<file path="config.mk">
export PLATFORM = sky130hd
export DESIGN_NAME = impact_sram_seq
export DESIGN_NICKNAME = d
export VERILOG_FILES = /design/src/rtl/impact_sram_seq.sv
export SDC_FILE = /design/constraint.sdc
export NUM_CORES = 1
export LEC_CHECK = 0
export BUFFER_PORTS_ARGS = -buffer_cell sky130_fd_sc_hd__buf_2
export CORE_ASPECT_RATIO = 0.75
export CORE_MARGIN = 1.5
export CORE_UTILIZATION = 48
export CTS_BUF_LIST = sky130_fd_sc_hd__clkbuf_16
export DETAILED_ROUTE_END_ITERATION = 8
export PLACE_DENSITY = 0.71
export SLEW_MARGIN = 20
export SYNTH_ARGS = -nofsm -noshare
export SYNTH_HDL_FRONTEND = slang
export SYNTH_SLANG_ARGS = --single-unit
</file>
<file path="constraint.sdc">
create_clock -name C -period 1.6 [get_ports C]
set_input_delay 0.32 -clock C [delete_from_list [all_inputs] [get_ports C]]
set_output_delay 0.32 -clock C [all_outputs]
set_load 0.01 [all_outputs]
</file>
<file path="src/rtl/impact_sram_seq.sv">
// impact_sram_seq: read-access sequencer for the IMPACT SRAM bank.
// It accepts row-read requests on a valid/ready handshake. For each row it
// drives bitline precharge, then the word line, then sense enable, in a fixed
// order. It samples the BL/BLb pair and returns one result per row.
//
// Optional feature: define IMPACT_SEQ_SWEEP_EN to enable multi-row sweeps
// (rows addr..NWL-1 read back-to-back). When the macro is undefined, the
// sweep input is ignored and every request reads exactly one row.
//
// Ports:
//   C        clock, all state updates on the rising edge
//   RN       asynchronous active-low reset
//   req      request valid; a request is accepted when req & ready
//   addr     start row
//   sweep    1 = read addr..NWL-1, 0 = read a single row
//   ready    high only while idle (registered)
//   WL       one-hot word-line drive (registered)
//   PRE      bitline precharge enable (registered)
//   SAE      sense-amp enable (registered)
//   BL, BLb  differential bitline pair from the bank
//   rvalid   one-cycle result strobe
//   rdata    sensed bit (sampled BL); holds until the next rvalid
//   raddr    row of the current result; holds until the next rvalid
//   rerr     result invalid: illegal address, or BL == BLb at sense
module impact_sram_seq #(
  parameter int unsigned NWL     = 10,
  parameter int unsigned PRE_CYC = 2,
  parameter int unsigned WL_CYC  = 4
) (
  input  logic           C,
  input  logic           RN,
  input  logic           req,
  input  logic [3:0]     addr,
  input  logic           sweep,
  output logic           ready,
  output logic [NWL-1:0] WL,
  output logic           PRE,
  output logic           SAE,
  input  logic           BL,
  input  logic           BLb,
  output logic           rvalid,
  output logic           rdata,
  output logic [3:0]     raddr,
  output logic           rerr
);

  localparam int unsigned CNT_W = 4;
  localparam int unsigned AW    = 4;

  localparam logic [CNT_W-1:0] PRE_LOAD = CNT_W'(PRE_CYC - 1);
  localparam logic [CNT_W-1:0] WL_LOAD  = CNT_W'(WL_CYC - 1);
  localparam logic [AW-1:0]    LAST_ROW = AW'(NWL - 1);
  localparam logic [NWL-1:0]   WL_ONE   = NWL'(1);

  typedef enum logic [2:0] {
    ST_IDLE  = 3'd0,
    ST_PRE   = 3'd1,
    ST_WLON  = 3'd2,
    ST_SENSE = 3'd3,
    ST_RECOV = 3'd4,
    ST_ERR   = 3'd5
  } state_t;

  state_t           state, state_nxt;
  logic [CNT_W-1:0] cnt, cnt_nxt;
  logic [AW-1:0]    row, row_nxt;

  logic             rdata_nxt;
  logic [AW-1:0]    raddr_nxt;
  logic             rerr_nxt;

  logic             ready_nxt;
  logic [NWL-1:0]   wl_nxt;
  logic             pre_nxt;
  logic             sae_nxt;
  logic             rvalid_nxt;

`ifdef IMPACT_SEQ_SWEEP_EN
  logic             sweep_r, sweep_nxt;
`else
  logic             sweep_unused;
  assign sweep_unused = sweep;
`endif

  // Next-state, counter, row and result computation
  always_comb begin
    state_nxt = state;
    cnt_nxt   = cnt;
    row_nxt   = row;
    rdata_nxt = rdata;
    raddr_nxt = raddr;
    rerr_nxt  = rerr;
`ifdef IMPACT_SEQ_SWEEP_EN
    sweep_nxt = sweep_r;
`endif

    case (state)
      ST_IDLE: begin
        if (req) begin
          row_nxt = addr;
`ifdef IMPACT_SEQ_SWEEP_EN
          sweep_nxt = sweep;
`endif
          if (32'(addr) >= NWL) begin
            // The error result is published on entry to ERR.
            state_nxt = ST_ERR;
            rdata_nxt = 1'b0;
            raddr_nxt = addr;
            rerr_nxt  = 1'b1;
          end else begin
            state_nxt = ST_PRE;
            cnt_nxt   = PRE_LOAD;
          end
        end
      end

      ST_PRE: begin
        if (cnt == '0) begin
          state_nxt = ST_WLON;
          cnt_nxt   = WL_LOAD;
        end else begin
          cnt_nxt = cnt - CNT_W'(1);
        end
      end

      ST_WLON: begin
        if (cnt == '0) begin
          state_nxt = ST_SENSE;
        end else begin
          cnt_nxt = cnt - CNT_W'(1);
        end
      end

      ST_SENSE: begin
        // The bitlines are sampled at the end of the sense cycle. The result
        // becomes visible with rvalid in RECOV.
        state_nxt = ST_RECOV;
        rdata_nxt = BL;
        raddr_nxt = row;
        rerr_nxt  = (BL == BLb);
      end

      ST_RECOV: begin
        state_nxt = ST_IDLE;
`ifdef IMPACT_SEQ_SWEEP_EN
        if (sweep_r && (row < LAST_ROW)) begin
          state_nxt = ST_PRE;
          cnt_nxt   = PRE_LOAD;
          row_nxt   = row + AW'(1);
        end
`endif
      end

      ST_ERR: begin
        state_nxt = ST_IDLE;
      end

      default: begin
        state_nxt = ST_IDLE;
      end
    endcase
  end

  // Output decode of the next state. Registering this decode keeps every
  // drive glitch-free. The PRE to WL hand-off switches on a single edge, so
  // precharge and a word line are never high in the same cycle.
  always_comb begin
    ready_nxt  = (state_nxt == ST_IDLE);
    pre_nxt    = (state_nxt == ST_PRE);
    sae_nxt    = (state_nxt == ST_SENSE);
    rvalid_nxt = (state_nxt == ST_RECOV) || (state_nxt == ST_ERR);
    wl_nxt     = '0;
    if ((state_nxt == ST_WLON) || (state_nxt == ST_SENSE)) begin
      wl_nxt = WL_ONE << row_nxt;
    end
  end

  // State and registered outputs
  always_ff @(posedge C or negedge RN) begin
    if (!RN) begin
      state  <= ST_IDLE;
      cnt    <= '0;
      row    <= '0;
      ready  <= 1'b1;
      WL     <= '0;
      PRE    <= 1'b0;
      SAE    <= 1'b0;
      rvalid <= 1'b0;
      rdata  <= 1'b0;
      raddr  <= '0;
      rerr   <= 1'b0;
    end else begin
      state  <= state_nxt;
      cnt    <= cnt_nxt;
      row    <= row_nxt;
      ready  <= ready_nxt;
      WL     <= wl_nxt;
      PRE    <= pre_nxt;
      SAE    <= sae_nxt;
      rvalid <= rvalid_nxt;
      rdata  <= rdata_nxt;
      raddr  <= raddr_nxt;
      rerr   <= rerr_nxt;
    end
  end

`ifdef IMPACT_SEQ_SWEEP_EN
  // Sweep mode latched at acceptance
  always_ff @(posedge C or negedge RN) begin
    if (!RN) begin
      sweep_r <= 1'b0;
    end else begin
      sweep_r <= sweep_nxt;
    end
  end
`endif

endmodule

</file>
==> flow_metrics.tcl <==
set metrics [dict create \
    status "finished, violations left" \
    violations "negative setup slack" \
    grt_overflow 0 \
    drc 0 \
    hp-class "in2async" \
    whs_ns 0.0760 \
    rsz0062_at_grt "true" \
    post_synth_num_cell_types 42 \
    crit_path_end_kind "flop" \
    io-pin-count 30 \
    syn_area_sq_mm 0.00149 \
    syn_nets 156 \
    io_buffers 28 \
    hold_viol_final 0 \
    post_drt_via_cell_ratio 5.55 \
    min_period_ns 1.63 \
    peakVddDrop_mv 1.30 \
    path_cells "or4b_4, nor2_8, mux2i_1, a21oi_1" \
    grt_antenna_before_repair 0 \
    netlist_instances 144 \
    slew_headroom_pct 55.4 \
    cp.arrival_ns 1.77 \
    fp.dieH_microns 51.2 \
    setup_ws_ns -0.0284 \
    slowest_stage "or4b_4" \
    cts_root_buf "clkbuf_16" \
    worstMarginPinSlew_ns 0.669 \
    avgSynthCellArea_sq_um 10.3 \
    cts_buffers 5 \
    ys_seq_elements 31 \
    yosysSeqAreaShare_pct 52.3 \
    dpl_cell_area_sq_mm 0.00176 \
    dr.pass1.iters 4 \
    vias 1287 \
    synth_edf_count 0 \
    die_area_sq_mm 0.00344 \
    required_ns 1.74 \
    areaGrowthSynthToFinish_pct 38.8 \
    grt_pass1_vias 1260 \
    power.leakage_nw 0.989 \
    grt_use_total_pct 23.6 \
    synth.top_cell.area_share_pct 50.5 \
    path_clk_slew_ns 0.05 \
    diodes 0 \
    netlist_top_cells_count "dfrtp_1 (30), nor2_1 (13), nand2_1 (11), inv_1 (9), nor3_1 (8)" \
    slowest_delay_ns 0.64 \
    setup_viol 5 \
    async_flop_share_pct 100 \
    dp_hpwl_microns 2390 \
    wl_per_cell_microns 15.8 \
    stdcell_area_sq_mm 0.00206 \
    coreArea_sq_mm 0.00294 \
    cap_violations 0 \
    htree_levels 2 \
    cts_buffer_depth 2 \
    drt-initial-drc-count 97 \
    grt_pass1_wl_microns 5730 \
    die_w_microns 67.2 \
    skew_ns 0.00598 \
    postRouteAntennaNets 0 \
    max_freq_ghz 0.614 \
    cp-start-kind "flop" \
    start_util_pct 50.6 \
    p_per_area_mw_per_mm2 1960 \
    ys_top_cells_by_area "dfrtp_1 (51%), nor2_1 (3.3%), nand2_1 (2.8%), mux2i_1 (2.7%), nor3_1 (2.7%)" \
    synth_warnings 0 \
    crit_type "reg2reg" \
    layout-drive-gt1-share_pct 42.8 \
    p_total_w 0.00404 \
    cts_tree "done" \
    final_core_util_pct 70.2 \
    synth_top_cell_by_area "dfrtp_1" \
    ys.flop_type "dfrtp_1" \
    num-nets-final 205 \
    routed_wl_microns 3660 \
    cts_hold_buf 0 \
    insertion_delay_ns 0.28 \
    gp_congestion 0.809 \
    cts.sinks 31 \
    grt_max_degree 32 \
    post-synth-top-count-cell "dfrtp_1" \
    rows 17 \
    path_max_fanout 7 \
    fin_crit_sh_pct 102 \
    final_max_slew_viol_count 0 \
]
routing by layer:
layer  up-vias  global-route usage (%)  part of all wire [%]
met5         -                       0                     0
met4         0                    11.6                   2.1
met3        12                    6.61                   7.1
met2        56                    36.6                    47
met1       621                    30.2                    44
li1        598                       -                     -
state kept, by name (all words and copies together), names as in the netlist:
| name | flops |
|---|---|
| SAE | 1 |
| cnt | 4 |
| raddr | 4 |
| state | 3 |
| WL | 10 |
| rvalid | 1 |
| PRE | 1 |
| ready | 1 |
| row | 4 |
| rdata | 1 |
| rerr | 1 |
power by group:
part / internal, W / switching (W) / leakage [nW] / total [W]
sequential: 0.00104 / 0.000196 / 0.394 / 0.00123
combinational: 0.000807 / 0.000964 / 0.514 / 0.00177
clock: 0.000723 / 0.000315 / 0.0812 / 0.00104
layout make-up:
type / instances / area (sq um)
Inverter: 10 / 40.0
Tap cell: 38 / 47.5
Fill cell: 219 / 873
Sequential cell: 31 / 777
Timing Repair Buffer: 49 / 303
Clock inverter: 3 / 38.8
Multi-Input combinational cell: 96 / 731
Clock buffer: 5 / 125
placed cells by master, fill, tap and decap left out, types with 2 or more instances in the layout:
cell and instances:
nand2_1 10, o21ai_2 3, dfrtp_1 30, a21oi_1 6, nand3b_1 2, a32oi_1 2
nor2_1 12, nor3_4 4, nor3_1 6, inv_2 2, buf_6 2, mux2i_1 4
buf_4 18, o22a_1 2, clkbuf_16 5, inv_1 7, a22oi_1 2, nand2b_1 5
o21ai_0 5, nor4_1 2, buf_2 29, nor2b_1 3
logic make-up after synthesis:
family                   count (synthesis)  synth area share (%)
adder cells (fa/ha/maj)                  2                  1.68
multiplexers                             5                  3.45
XOR/XNOR                                 1                 0.590
flip-flops                              31                  52.3
AND/OR/NAND/NOR                         59                  24.0
buffers and inverters                   17                  5.48
AO/OA/AOI/OAI                           29                  12.5
worst max-delay path, delay by kind of cell (launching register included):
kind / cells / cell delay, ns
compound gates: 1 / 0.08
flops: 1 / 0.40
mux: 1 / 0.21
simple gates: 2 / 0.79
stage by stage:
step	instances	setup TNS, ns	setup WS, ns
4_1_cts	230	-0.0255	-0.0197
5_1_grt	232	-0.741	-0.0926
2_1_floorplan	144	-0.610	-0.0919
6_report	232	-0.0654	-0.0284
3_3_place_gp	218	-0.0647	-0.0177
3_5_place_dp	218	-0.322	-0.0783
worst paths after layout:
| kind | from | end | slack [ns] | depth (start not counted) |
|---|---|---|---|---|
| hold / removal | RN | WL[4] | 0.08 | 1 |
| min in group C | BL | rdata | 0.32 | 3 |
| setup reg to reg | state[2] | raddr[1] | -0.03 | 4 |
| hold reg to reg | raddr[3] | raddr[3] | 0.49 | 1 |
| max in group asynchronous | RN | WL[2] | 1.08 | 1 |
| setup / recovery | state[2] | raddr[1] | -0.03 | 4 |
timing repair:
action / in CTS / in global routing
buffers inserted: 4 / 1
pin swaps: 5 / 8
gates resized for setup: 10 / 12
gates cloned: 0 / 1
setup endpoints to repair: 14 / 20
No activity file was read; power rests on OpenSTA's default activity.
